**src/rtl/alu_issue.sv**
```systemverilog
// alu_issue: execute-stage issue buffer that drives an external ALU and owns NZCV.
// Optional overflow trap on add/sub: define ALU_ISSUE_OVF_TRAP_EN.
module alu_issue #(
  parameter logic [3:0] RESET_FLAGS = 4'b0000
) (
  input  logic        clk,
  input  logic        reset,
  input  logic        flush,
  input  logic        in_valid,
  output logic        in_ready,
  input  logic [3:0]  in_cond,
  input  logic [3:0]  in_opcode,
  input  logic        in_s,
  input  logic [3:0]  in_rd,
  input  logic [31:0] in_rn_val,
  input  logic [31:0] in_op2_val,
  output logic [31:0] alu_in_0,
  output logic [31:0] alu_in_1,
  output logic [3:0]  alu_op,
  input  logic [31:0] alu_out,
  input  logic        alu_of,
  output logic        out_valid,
  input  logic        out_ready,
  output logic [31:0] out_data,
  output logic [3:0]  out_rd,
  output logic        out_wr_en,
  output logic        out_undef,
  output logic [3:0]  flags
);

  localparam logic [3:0] ALU_OP_NOP  = 4'd0;
  localparam logic [3:0] ALU_OP_AND  = 4'd1;
  localparam logic [3:0] ALU_OP_OR   = 4'd2;
  localparam logic [3:0] ALU_OP_XOR  = 4'd3;
  localparam logic [3:0] ALU_OP_ADDS = 4'd4;
  localparam logic [3:0] ALU_OP_SUBS = 4'd5;

  localparam logic [3:0] OPC_AND = 4'h0;
  localparam logic [3:0] OPC_EOR = 4'h1;
  localparam logic [3:0] OPC_SUB = 4'h2;
  localparam logic [3:0] OPC_RSB = 4'h3;
  localparam logic [3:0] OPC_ADD = 4'h4;
  localparam logic [3:0] OPC_TST = 4'h8;
  localparam logic [3:0] OPC_TEQ = 4'h9;
  localparam logic [3:0] OPC_CMP = 4'ha;
  localparam logic [3:0] OPC_CMN = 4'hb;
  localparam logic [3:0] OPC_ORR = 4'hc;
  localparam logic [3:0] OPC_MOV = 4'hd;

  logic        out_valid_q, out_valid_d;
  logic [31:0] out_data_q, out_data_d;
  logic [3:0]  out_rd_q, out_rd_d;
  logic        out_wr_en_q, out_wr_en_d;
  logic        out_undef_q, out_undef_d;
  logic [3:0]  flags_q, flags_d;

  logic        is_add, is_sub, is_cmp, is_undef;
  logic        cond_pass, accept, ovf_trap, upd_flags;
  logic        n_f, z_f, c_f, v_f;
  logic [32:0] sum33, diff33;

  assign {n_f, z_f, c_f, v_f} = flags_q;
  assign in_ready = !out_valid_q || out_ready;
  assign accept   = in_valid && in_ready && !flush;
  assign is_cmp   = (in_opcode[3:2] == 2'b10);

  always_comb begin
    alu_in_0 = in_rn_val;
    alu_in_1 = in_op2_val;
    alu_op   = ALU_OP_NOP;
    is_add   = 1'b0;
    is_sub   = 1'b0;
    is_undef = 1'b0;
    unique case (in_opcode)
      OPC_AND, OPC_TST: alu_op = ALU_OP_AND;
      OPC_EOR, OPC_TEQ: alu_op = ALU_OP_XOR;
      OPC_ORR:          alu_op = ALU_OP_OR;
      OPC_SUB, OPC_CMP: begin
        alu_op = ALU_OP_SUBS;
        is_sub = 1'b1;
      end
      OPC_RSB: begin
        alu_in_0 = in_op2_val;
        alu_in_1 = in_rn_val;
        alu_op   = ALU_OP_SUBS;
        is_sub   = 1'b1;
      end
      OPC_ADD, OPC_CMN: begin
        alu_op = ALU_OP_ADDS;
        is_add = 1'b1;
      end
      OPC_MOV: begin
        alu_in_0 = in_op2_val;
        alu_in_1 = 32'd0;
      end
      default: is_undef = 1'b1;
    endcase
  end

  always_comb begin
    unique case (in_cond)
      4'h0:    cond_pass = z_f;
      4'h1:    cond_pass = !z_f;
      4'h2:    cond_pass = c_f;
      4'h3:    cond_pass = !c_f;
      4'h4:    cond_pass = n_f;
      4'h5:    cond_pass = !n_f;
      4'h6:    cond_pass = v_f;
      4'h7:    cond_pass = !v_f;
      4'h8:    cond_pass = c_f && !z_f;
      4'h9:    cond_pass = !c_f || z_f;
      4'ha:    cond_pass = (n_f == v_f);
      4'hb:    cond_pass = (n_f != v_f);
      4'hc:    cond_pass = !z_f && (n_f == v_f);
      4'hd:    cond_pass = z_f || (n_f != v_f);
      4'he:    cond_pass = 1'b1;
      default: cond_pass = 1'b0;
    endcase
  end

  // Carry is rebuilt locally; the ALU only reports signed overflow.
  assign sum33  = {1'b0, alu_in_0} + {1'b0, alu_in_1};
  assign diff33 = {1'b0, alu_in_0} - {1'b0, alu_in_1};

  always_comb begin
    out_valid_d = out_valid_q;
    out_data_d  = out_data_q;
    out_rd_d    = out_rd_q;
    out_wr_en_d = out_wr_en_q;
    out_undef_d = out_undef_q;
    flags_d     = flags_q;
    ovf_trap    = 1'b0;
`ifdef ALU_ISSUE_OVF_TRAP_EN
    ovf_trap    = (is_add || is_sub) && alu_of;
`else
    ovf_trap    = 1'b0;
`endif
    upd_flags   = cond_pass && !is_undef && (in_s || is_cmp);
    if (flush) begin
      out_valid_d = 1'b0;
    end else if (accept) begin
      out_valid_d = 1'b1;
      out_data_d  = alu_out;
      out_rd_d    = in_rd;
      out_undef_d = is_undef || (cond_pass && ovf_trap);
      out_wr_en_d = cond_pass && !is_undef && !is_cmp && !ovf_trap;
      if (upd_flags) begin
        flags_d[3] = alu_out[31];
        flags_d[2] = (alu_out == 32'd0);
        if (is_add) begin
          flags_d[1] = sum33[32];
          flags_d[0] = alu_of;
        end else if (is_sub) begin
          flags_d[1] = !diff33[32];
          flags_d[0] = alu_of;
        end
      end
    end else if (out_ready) begin
      out_valid_d = 1'b0;
    end
  end

  always_ff @(posedge clk) begin
    if (reset) begin
      out_valid_q <= 1'b0;
      out_data_q  <= 32'd0;
      out_rd_q    <= 4'd0;
      out_wr_en_q <= 1'b0;
      out_undef_q <= 1'b0;
      flags_q     <= RESET_FLAGS;
    end else begin
      out_valid_q <= out_valid_d;
      out_data_q  <= out_data_d;
      out_rd_q    <= out_rd_d;
      out_wr_en_q <= out_wr_en_d;
      out_undef_q <= out_undef_d;
      flags_q     <= flags_d;
    end
  end

  assign out_valid = out_valid_q;
  assign out_data  = out_data_q;
  assign out_rd    = out_rd_q;
  assign out_wr_en = out_wr_en_q;
  assign out_undef = out_undef_q;
  assign flags     = flags_q;

endmodule

```
**config.mk**
```make
export PLATFORM = sky130hd
export DESIGN_NAME = alu_issue
export DESIGN_NICKNAME = d
export VERILOG_FILES = /design/src/rtl/alu_issue.sv
export SDC_FILE = /design/constraint.sdc
export NUM_CORES = 1
export LEC_CHECK = 0
export CORE_UTILIZATION = 40
export DETAILED_ROUTE_END_ITERATION = 7
export MAX_ROUTING_LAYER = met4
export PLACE_DENSITY = 0.83
export SLEW_MARGIN = 20
export SYNTH_ARGS = -nofsm -noshare
export SYNTH_HDL_FRONTEND = slang
export SYNTH_SLANG_ARGS = --single-unit
```
**constraint.sdc**
```tcl
create_clock -name clk -period 4.68 [get_ports clk]
set_input_delay 0.936 -clock clk [delete_from_list [all_inputs] [get_ports clk]]
set_output_delay 0.936 -clock clk [all_outputs]
set_load 0.01 [all_outputs]
```
# Yosys cells after proc, flatten, opt, wreduce, memory -nomap -nowiden
# Cells that the tools add are included.
dict set report op_classes {
  order_cmp 0
  eq_ne 27
  shifts 0
  n_reduce_logical 34
  n_addsub 2
  mul 0
  bitwise 1
  mux 11
  div 0
}
# cell count
set ops {}
lappend ops {{one-hot mux 32 bit (2 select lines)} 1}
lappend ops {{equality test 4 bit, second input constant} 13}
lappend ops {{adder 32 x 32 -> 33 bit} 1}
lappend ops {{subtractor 32 x 32 -> 33 bit} 1}
lappend ops {{logical NOT 32 bit} 1}
lappend ops {{two-way mux 32 bit} 1}
lappend ops {{equality test 4 x 3 -> 1 bit, second input constant} 5}
lappend ops {{equality test 4 x 2 -> 1 bit, second input constant} 4}
lappend ops {{one-hot mux 1 bit (15 select lines)} 1}
lappend ops {{one-hot mux 3 bit (5 select lines)} 1}
lappend ops {{OR reduction 11 bit} 1}
lappend ops {{OR reduction 2 bit} 5}
lappend ops {{equality test 4 x 1 -> 1 bit, second input constant} 2}
lappend ops {{logical NOT 1 bit} 8}
lappend ops {{logical NOT 4 bit} 2}
lappend ops {{logical AND 1 bit} 7}
lappend ops {{two-way mux 1 bit} 5}
lappend ops {{logical OR 1 bit} 4}
lappend ops {{two-way mux 2 bit} 2}
lappend ops {{AND reduction 4 bit} 1}
lappend ops {{nonzero test 2 bit} 2}
lappend ops {{AND reduction 3 bit} 1}
lappend ops {{OR reduction 3 bit} 1}
lappend ops {{equality test 2 bit, second input constant} 1}
lappend ops {{4 further kinds} 4}
dict set report word_totals {
  wordCells 82
  ram_bits 0
  memories 0
  rom_bits 0
  output_inout_bits 112
  regBits 43
  latch_bits 0
  in_bits 115
}

# Depth between registers and ports, before layout
# Gate-level depths: netlist (run 1).
dict set report depth {
  ltp_word 7
  mapped_depth 14
  depth_no_buf 12
}

# Worst setup path before layout (run 1)
# Ideal clock, no wire load.
dict set report synth_path {
  path_type {in2reg}
  start {in in_opcode[2]}
  end {reg flags_q[1], in the netlist flags[1]}
  path_slack_ps 1012
  t_arrival_ps 3572
  setup_time_ps 96
  stages 12
  path_cell_list {and4bb_1 buf_4 nor2_8 buf_1 mux2_2 ha_1 or4_1 nor3_1 o41ai_1 o211ai_1 a211oi_1 o41ai_2}
}
dict set report synth_between {
  elab_chain_cells 7
  word_cells_on_any_way 30
  classes_between {2 x add/sub; 11 x eq/ne; 6 x mux; 11 x reduce/logical}
}
# element line_no
set synth_lines {}
lappend synth_lines {{start, declared} 12} ;# input logic [3:0] in_opcode,
lappend synth_lines {{equality test 4 bit / equality test 4 x 2 -> 1 bit (equally long branches)} 74} ;# unique case (in_opcode)
lappend synth_lines {{OR reduction 2 bit (no line) (*)} n/a}
lappend synth_lines {{two-way mux 32 bit (*)} 74}
lappend synth_lines {{via alu_in_0[9]} 17} ;# output logic [31:0] alu_in_0,
lappend synth_lines {{subtractor 32 x 32 -> 33 bit} 123} ;# assign diff33 = {1'b0, alu_in_0} - {1'b0, alu_in_1};
lappend synth_lines {{logical NOT 1 bit} 154} ;# flags_d[1] = !diff33[32];
lappend synth_lines {{two-way mux 2 bit} 153} ;# end else if (is_sub) begin
lappend synth_lines {{two-way mux 2 bit (*)} 150} ;# if (is_add) begin
lappend synth_lines {{end signal, assigned} 177} ;# flags_q <= flags_d;
lappend synth_lines {{end, declared} 55} ;# logic [3:0] flags_q, flags_d;
# Mark *: on every way through the listed nets, which the timed path passes. The rest lies on a longest branch. The select of a mux whose other input is x is not followed.
# A chain may end at the register's enable or synchronous reset.

# Worst setup path after layout (run 1)
dict set report layout_path {
  start {in in_opcode[2]}
  end {reg flags_q[1], in the netlist flags[1]}
}
dict set report layout_between {
  elab_chain_cells 7
  word_cells_on_any_way 30
  classes_between {2 x add/sub; 11 x eq/ne; 6 x mux; 11 x reduce/logical}
}
# element line_no
set layout_lines {}
lappend layout_lines {{equality test 4 bit / equality test 4 x 2 -> 1 bit (equally long branches)} 74}
lappend layout_lines {{OR reduction 2 bit (no line)} n/a}
lappend layout_lines {{two-way mux 32 bit} 74}
lappend layout_lines {{subtractor 32 x 32 -> 33 bit} 123}
lappend layout_lines {{logical NOT 1 bit} 154}
lappend layout_lines {{two-way mux 2 bit} 153}
lappend layout_lines {{two-way mux 2 bit} 150}
# Several ways; a longest one is shown, not always the timed one. The select of a mux whose other input is x is not followed.

==> out/results.ini, run 1 <==
[global_routing]
grt_pass1_vias = 4568
grt-ovfl-total = 0
met2_usage_pct = 48.5
grt_util_met1_pct = 26.6
busiest_layer = met2
antenna_found_initial = 1
grt_util_met3_pct = 6.24
grt_util_all_layers_pct = 26.0
grt_max_degree = 72
grt_pass1_wl_mm = 21.2

[final_layout]
final_nets = 914
regArea_um2 = 861
multiInputGateArea_mm2 = 0.00294
syn_to_final_growth_pct = 60.7
fillers = 824
drive_gt1_share_pct = 6.48

[synth]
synth_top_family_by_area = compound AO/OA/AOI/OAI gates
synth_most_common_cell = nand2_1
synth_xor_xnor_area_share_pct = 0.428
muxShareOfSynthArea_pct = 10.0
synth_nets = 706
avgSynthCellArea_um2 = 7.70
yosysTopAreaCell = dfxtp_1
synth_top_area_share_pct = 21.0
synth.distinct_cells = 53
synth_flop_cell = dfxtp_1
yosys.area_share.simple_pct = 20.2
async_flop_share_pct = 0
syn_area_mm2 = 0.00409
synth_compound_area_share_pct = 22.8
synthAdderAreaFrac_pct = 18.3
ys_ff_latch = 43
synth_edf_count = 0
synth_common_cells = nand2_1, a21oi_1, ha_1
seq_area_frac_synth_pct = 21.0
syn_inst = 532
yosys_warnings = 0
yosys-top-cells-area = dfxtp_1, ha_1, mux2_2, nand2_1, a21oi_1

[worst_setup_path]
arrival_ps = 4400
path_cells = clkdlybuf4s50_1, and4bb_1, nor2_8, buf_12, mux2_2, ha_1, or4_1, nor3_1, o41ai_1, o211ai_1, a211oi_1, o41ai_2
required_ps = 4880
start_kind = input pin
path_max_fanout = 71
path_class = in2reg
critical_path.slowest_cell = clkdlybuf4s50_1
crit_path_end_kind = register
slowest_delay_ps = 590

[placed_design]
place_congestion = 0.839
io_buffers = 225
place_ws_ps = 216
hpwl_mm = 11.3

[floorplan]
rows = 36
io_pins = 227
die-height_um = 103
core-area_mm2 = 0.00986
dieArea_mm2 = 0.0106
die_x_um = 103
start_util_pct = 41.5

[clock_network]
cts_setup_buffers = 0
hold_buffers = 0
cts_resized = 0
clk_latency_ps = 300
cts_max_level = 2
cts_tree = done
ctsRootBufferMaster = clkbuf_8
cts.sinks = 43
clkTransAtPathRegs_ps = 80
numCtsBuffers = 5
clk_path_buf_depth = 2

[timing]
finalMaxSlewViolations = 0
slew-limit-headroom_pct = 64.2
rsz0062_at_grt = no
fmax_ghz = 0.238
finalHoldViolations = 0
layout_worst_path_cycle_share_pct = 89.6
tightest_slew_ps = 531
final.min_clock_period_ps = 4200
finalClockSkew_ps = 7.31
worst_slack_ps = 485
setup_tns_ps = 0
setup_violations = 0

[power]
power_uw = 1300
leakagePower_uw = 0.00277
power_density_mw_per_mm2 = 197
swShare_pct = 30.7
seq_power_share_pct = 30.0
power.internal_uw = 900
switching_power_uw = 399
p_comb_share_pct = 43.6
clkPwrFrac_pct = 26.3
ir_drop_v = 0.000207

[status]
status = completed

[drt]
post-route-drc-count = 0
wirelength_mm = 13.8
drt_pass1_iterations = 4
num_vias = 4674
ant_nets = 0
wl_per_cell_um = 15.8
drt_iter0_markers = 122
avgViaCountPerCell = 5.34

[job]
cap_viol_max_count = 0

[worst_hold_path]
hold_path.class = reg2reg

## logic make-up after synthesis
kind of cell             after synthesis
AND/OR/NAND/NOR                      168
XOR/XNOR                               2
AO/OA/AOI/OAI                        146
multiplexers                          37
flip-flops                            43
buffers and inverters                 75
other                                  1
adder cells (fa/ha/maj)               60
## placed cells by master, fill, tap and decap left out, types with 3 or more instances in the layout
| cell type | n |
|---|---|
| a31oi_1 | 4 |
| o211ai_1 | 3 |
| nand4_1 | 9 |
| nand4b_1 | 3 |
| buf_4 | 4 |
| a22o_1 | 7 |
| a22oi_1 | 27 |
| mux2_2 | 32 |
| o21bai_1 | 5 |
| ha_1 | 59 |
| nand2b_1 | 4 |
| mux2i_1 | 5 |
| nor4_1 | 11 |
| a21o_1 | 8 |
| nor2_1 | 20 |
| a21oi_1 | 62 |
| clkdlybuf4s50_1 | 225 |
| nand3b_1 | 3 |
| nor3_1 | 8 |
| dfxtp_1 | 43 |
| o21ai_0 | 12 |
| clkbuf_8 | 5 |
| inv_1 | 46 |
| nand3_1 | 6 |
| nor2b_1 | 9 |
| nand2_1 | 84 |
## power groups by stage
stage | registers (uW) | clock network (uW) | logic, uW
detailed placement | 399 | 0 | 563
global route | 392 | 364 | 619
finish | 390 | 342 | 567
CTS | 390 | 352 | 567
global placement | 398 | 0 | 550
floorplan | 405 | 0 | 265
## layout make-up
| type | count | share of cell area [%] |
|---|---|---|
| repair buffers | 230 | 35.0 |
| flip-flops and latches | 43 | 13.1 |
| clock inverters | 2 | 0.913 |
| well taps | 133 | 2.53 |
| diodes | 1 | 0.0380 |
| inverters | 46 | 2.62 |
| clock buffers | 6 | 1.10 |
| multi-input cells | 414 | 44.7 |
## registers in the layout, indices dropped and copies added (netlist names)
signal     flops
out_undef      1
out_wr_en      1
out_rd         4
out_valid      1
out_data      32
flags          4
## worst paths after layout
check	start	endpoint	slack (ps)	depth (start not counted)
worst min register to register	out_data[25]	out_data[25]	460	2
worst max-delay path	in_opcode[2]	flags[1]	480	12
worst max register to register	out_valid	flags[2]	2530	8
worst min-delay path	out_data[25]	out_data[25]	460	2
## per-layer routing
layer,up-vias,wire length (um)
met5,-,0
met4,0,309
met3,25,1200
met2,192,7090
met1,2133,5240
li1,2324,-
## stage by stage
step	hold slack [ps]	area, um2	util, %	std cells
CTS	457	6580	66.7	874
global placement	441	6440	65.3	866
global route	483	6580	66.7	875
floorplan	481	4090	-	532
detailed placement	446	6440	65.3	866
finish	455	6580	66.7	875
## worst max-delay path, delay by kind of cell
kind / cells / cell delay, ps
buf+inv: 2 / 870
mux: 1 / 410
fa+ha+maj: 1 / 330
compound gates: 4 / 610
simple gates: 4 / 1200
No activity file was read; power rests on OpenSTA's default activity.
==> run 2: changes to the inputs <==
- CORE_UTILIZATION: 40 -> 36
- PLACE_DENSITY: 0.83 -> 0.79
- clock period: 4.68 -> 3.5 ns (I/O delays scaled with it)
==> run 2 against run 1 <==
Largest power group unchanged. Combinational power up 57%. Worst setup slack got worse by 340 ps. Critical path depth down 4. Register-to-register slack got worse by 1100 ps. Largest cell class unchanged. Sequential power rose by 34%. Die area is 11% higher. Highest routed layer unchanged. Clock-buffer cell count unchanged. Final cell count rose by 9.6%. Clock power up 32%. Critical path type is now in2out.
==> out/results.ini, run 2 (synthesis results as in run 1) <==
[drt]
avgViaCountPerCell = 5.27  ; -1.4%
drt_pass1_iterations = 5  ; +1
post-route-drc-count = 0  ; unchanged
num_vias = 5052  ; +8.1%
wl_per_cell_um = 16.1  ; +1.8%
drt_iter0_markers = 199  ; +63%
ant_nets = 0  ; unchanged
wirelength_mm = 15.4  ; +12%

[global_routing]
grt_max_degree = 45  ; -38%
busiest_layer = met2
met2_usage_pct = 46.5  ; -1.9 points
grt_pass1_wl_mm = 23.3  ; +10%
grt-ovfl-total = 0  ; unchanged
grt_pass1_vias = 4958  ; +8.5%
grt_util_all_layers_pct = 25.5  ; -0.51 points
grt_util_met1_pct = 28.8  ; +2.3 points
antenna_found_initial = 0  ; -1
grt_util_met3_pct = 3.83  ; -2.4 points

[worst_setup_path]
arrival_ps = 2650  ; -1750 ps
start_kind = input pin
path_max_fanout = 35  ; -51%
slowest_delay_ps = 570  ; -20 ps
crit_path_end_kind = output pin
path_depth = 8  ; -4
reg2reg_from = flags[3]
path_delay_family = buffers and inverters
regToRegEndpoint = flags[2]
path_buf_inv = 6  ; +4
required_ps = 2800  ; -2080 ps
path_cells = dlygate4sd2_1, and4bb_4, buf_4, buf_8, a22oi_2, buf_4, inv_1, clkdlybuf4s50_1
r2r_cells = 7  ; -1
crit_top_cell = buf_4
path_class = in2out
crit_start = in_opcode[2]
r2r_slack_ps = 1440  ; -1090 ps
critical_path.slowest_cell = clkdlybuf4s50_1
endpoint = alu_in_1[26]

[floorplan]
io_pins = 227  ; unchanged
die-height_um = 109  ; +5.3%
die_x_um = 109  ; +5.3%
start_util_pct = 37.3  ; -4.2 points
core-area_mm2 = 0.0110  ; +11%
dieArea_mm2 = 0.0118  ; +11%
rows = 38  ; +5.6%

[placed_design]
hpwl_mm = 12.6  ; +12%
place_ws_ps = -538  ; -754 ps
place_congestion = 0.858  ; +2.3%
io_buffers = 225  ; unchanged
dp_cells = 945  ; +9.1%

[job]
cap_viol_max_count = 0  ; unchanged

[final_layout]
syn_to_final_growth_pct = 79.1
stdcell_count = 959  ; +9.6%
layout_commonest_cell = clkdlybuf4s50_1
final_nets = 992  ; +8.5%
largest_reg_flops = 32  ; unchanged
final_cell_mix = clkdlybuf4s50_1, nand2_1, buf_4, a21oi_1, ha_1
antenna_cells = 0  ; -1
drive_gt1_share_pct = 17.9  ; +11 points

[timing]
finalHoldViolations = 0  ; unchanged
worst_slack_ps = 146  ; -339 ps
setup_violations = 0  ; unchanged
fmax_ghz = 0.298
rsz0062_at_grt = no
finalMaxSlewViolations = 0  ; unchanged
layout_worst_path_cycle_share_pct = 95.8
final.min_clock_period_ps = 3350
finalClockSkew_ps = 3.92  ; -3.38 ps

[status]
status = completed

[power]
ir_drop_v = 0.000293  ; +42%
swShare_pct = 31.9  ; +1.2 points
clkPwrFrac_pct = 24.2  ; -2.1 points
leakagePower_uw = 0.00323  ; +17%
power_density_mw_per_mm2 = 254  ; +29%
seq_power_share_pct = 28.0  ; -2.0 points
power.internal_uw = 1270  ; +41%
p_comb_share_pct = 47.9  ; +4.3 points
switching_power_uw = 595  ; +49%

[clock_network]
cts.sinks = 43  ; unchanged
clk_path_buf_depth = 2  ; unchanged
numCtsBuffers = 5  ; unchanged
ctsRootBufferMaster = clkbuf_16
clkTransAtPathRegs_ps = 60  ; -20 ps
cts_tree = done
clk_latency_ps = 280  ; -20 ps
cts_max_level = 2  ; unchanged
hold_buffers = 0  ; unchanged

[worst_hold_path]
hold_path.class = reg2reg

## run 2: layout make-up
class | instances | area, um2
fillers | 920 | 3650
multi-input cells | 414 | 3070
repair buffers | 308 | 2910
flip-flops and latches | 43 | 861
well taps | 140 | 175
inverters | 46 | 173
clock buffers | 6 | 129
clock inverters | 2 | 12.5
## run 2: worst register-to-register path: cells and delay by family (launching register included)
kind	cells	cell delay (ps)
AND/OR/NAND/NOR	2	700
AO/OA/AOI/OAI	3	530
flip-flops	1	520
XOR/XNOR	1	160
multiplexers	1	90
## run 2: worst min-delay path by stage
stage | cells past startpoint | slack [ps] | endpoint | from
floorplan | 2 | 480 | out_data[0] | out_data[0]
global route | 2 | 470 | out_data[14] | out_data[14]
global placement | 2 | 440 | out_data[7] | out_data[7]
detailed placement | 2 | 450 | out_data[14] | out_data[14]
CTS | 2 | 460 | out_data[14] | out_data[14]
finish | 2 | 450 | out_rd[3] | out_rd[3]
## run 2: layer usage
layer	part of all wire [%]	wire, um
met3	6.9	1060
met4	1.8	280
met5	0	0
met1	41	6260
met2	51	7840
## run 2: timing repair
item | 4_1_cts | 5_1_grt
hold endpoints to repair | 0 | 0
buffers inserted | 3 | 2
pin swaps | 4 | 5
endpoints found under the setup margin | 61 | 24
gates resized for setup | 32 | 16
gates cloned | 1 | 0
## run 2: power groups by stage
| stage | combinational [uW] | clock [uW] | sequential (uW) |
|---|---|---|---|
| after floorplan | 355 | 0 | 541 |
| after global routing | 965 | 476 | 524 |
| final | 893 | 451 | 522 |
| after CTS | 872 | 457 | 522 |
| after global placement | 847 | 0 | 532 |
| after detailed placement | 864 | 0 | 533 |
## run 2: metrics by stage
stage / utilization [%] / TNS (ps) / total power (uW) / cell area, um2 / hold WS (ps)
final: 66.8 / 0 / 1870 / 7330 / 455
after CTS: 65.8 / -77.4 / 1850 / 7220 / 456
after global routing: 66.8 / 0 / 1970 / 7330 / 468
after global placement: 63.7 / -5440 / 1380 / 6990 / 441
after floorplan: - / 0 / 896 / 4090 / 481
after detailed placement: 63.7 / -9210 / 1400 / 6990 / 448
==> run 3: changes to the inputs <==
- HOLD_SLACK_MARGIN: not set -> 0.03
==> results of run 3 <==
No change in the layout: final DEF, timing and power equal those of run 2.
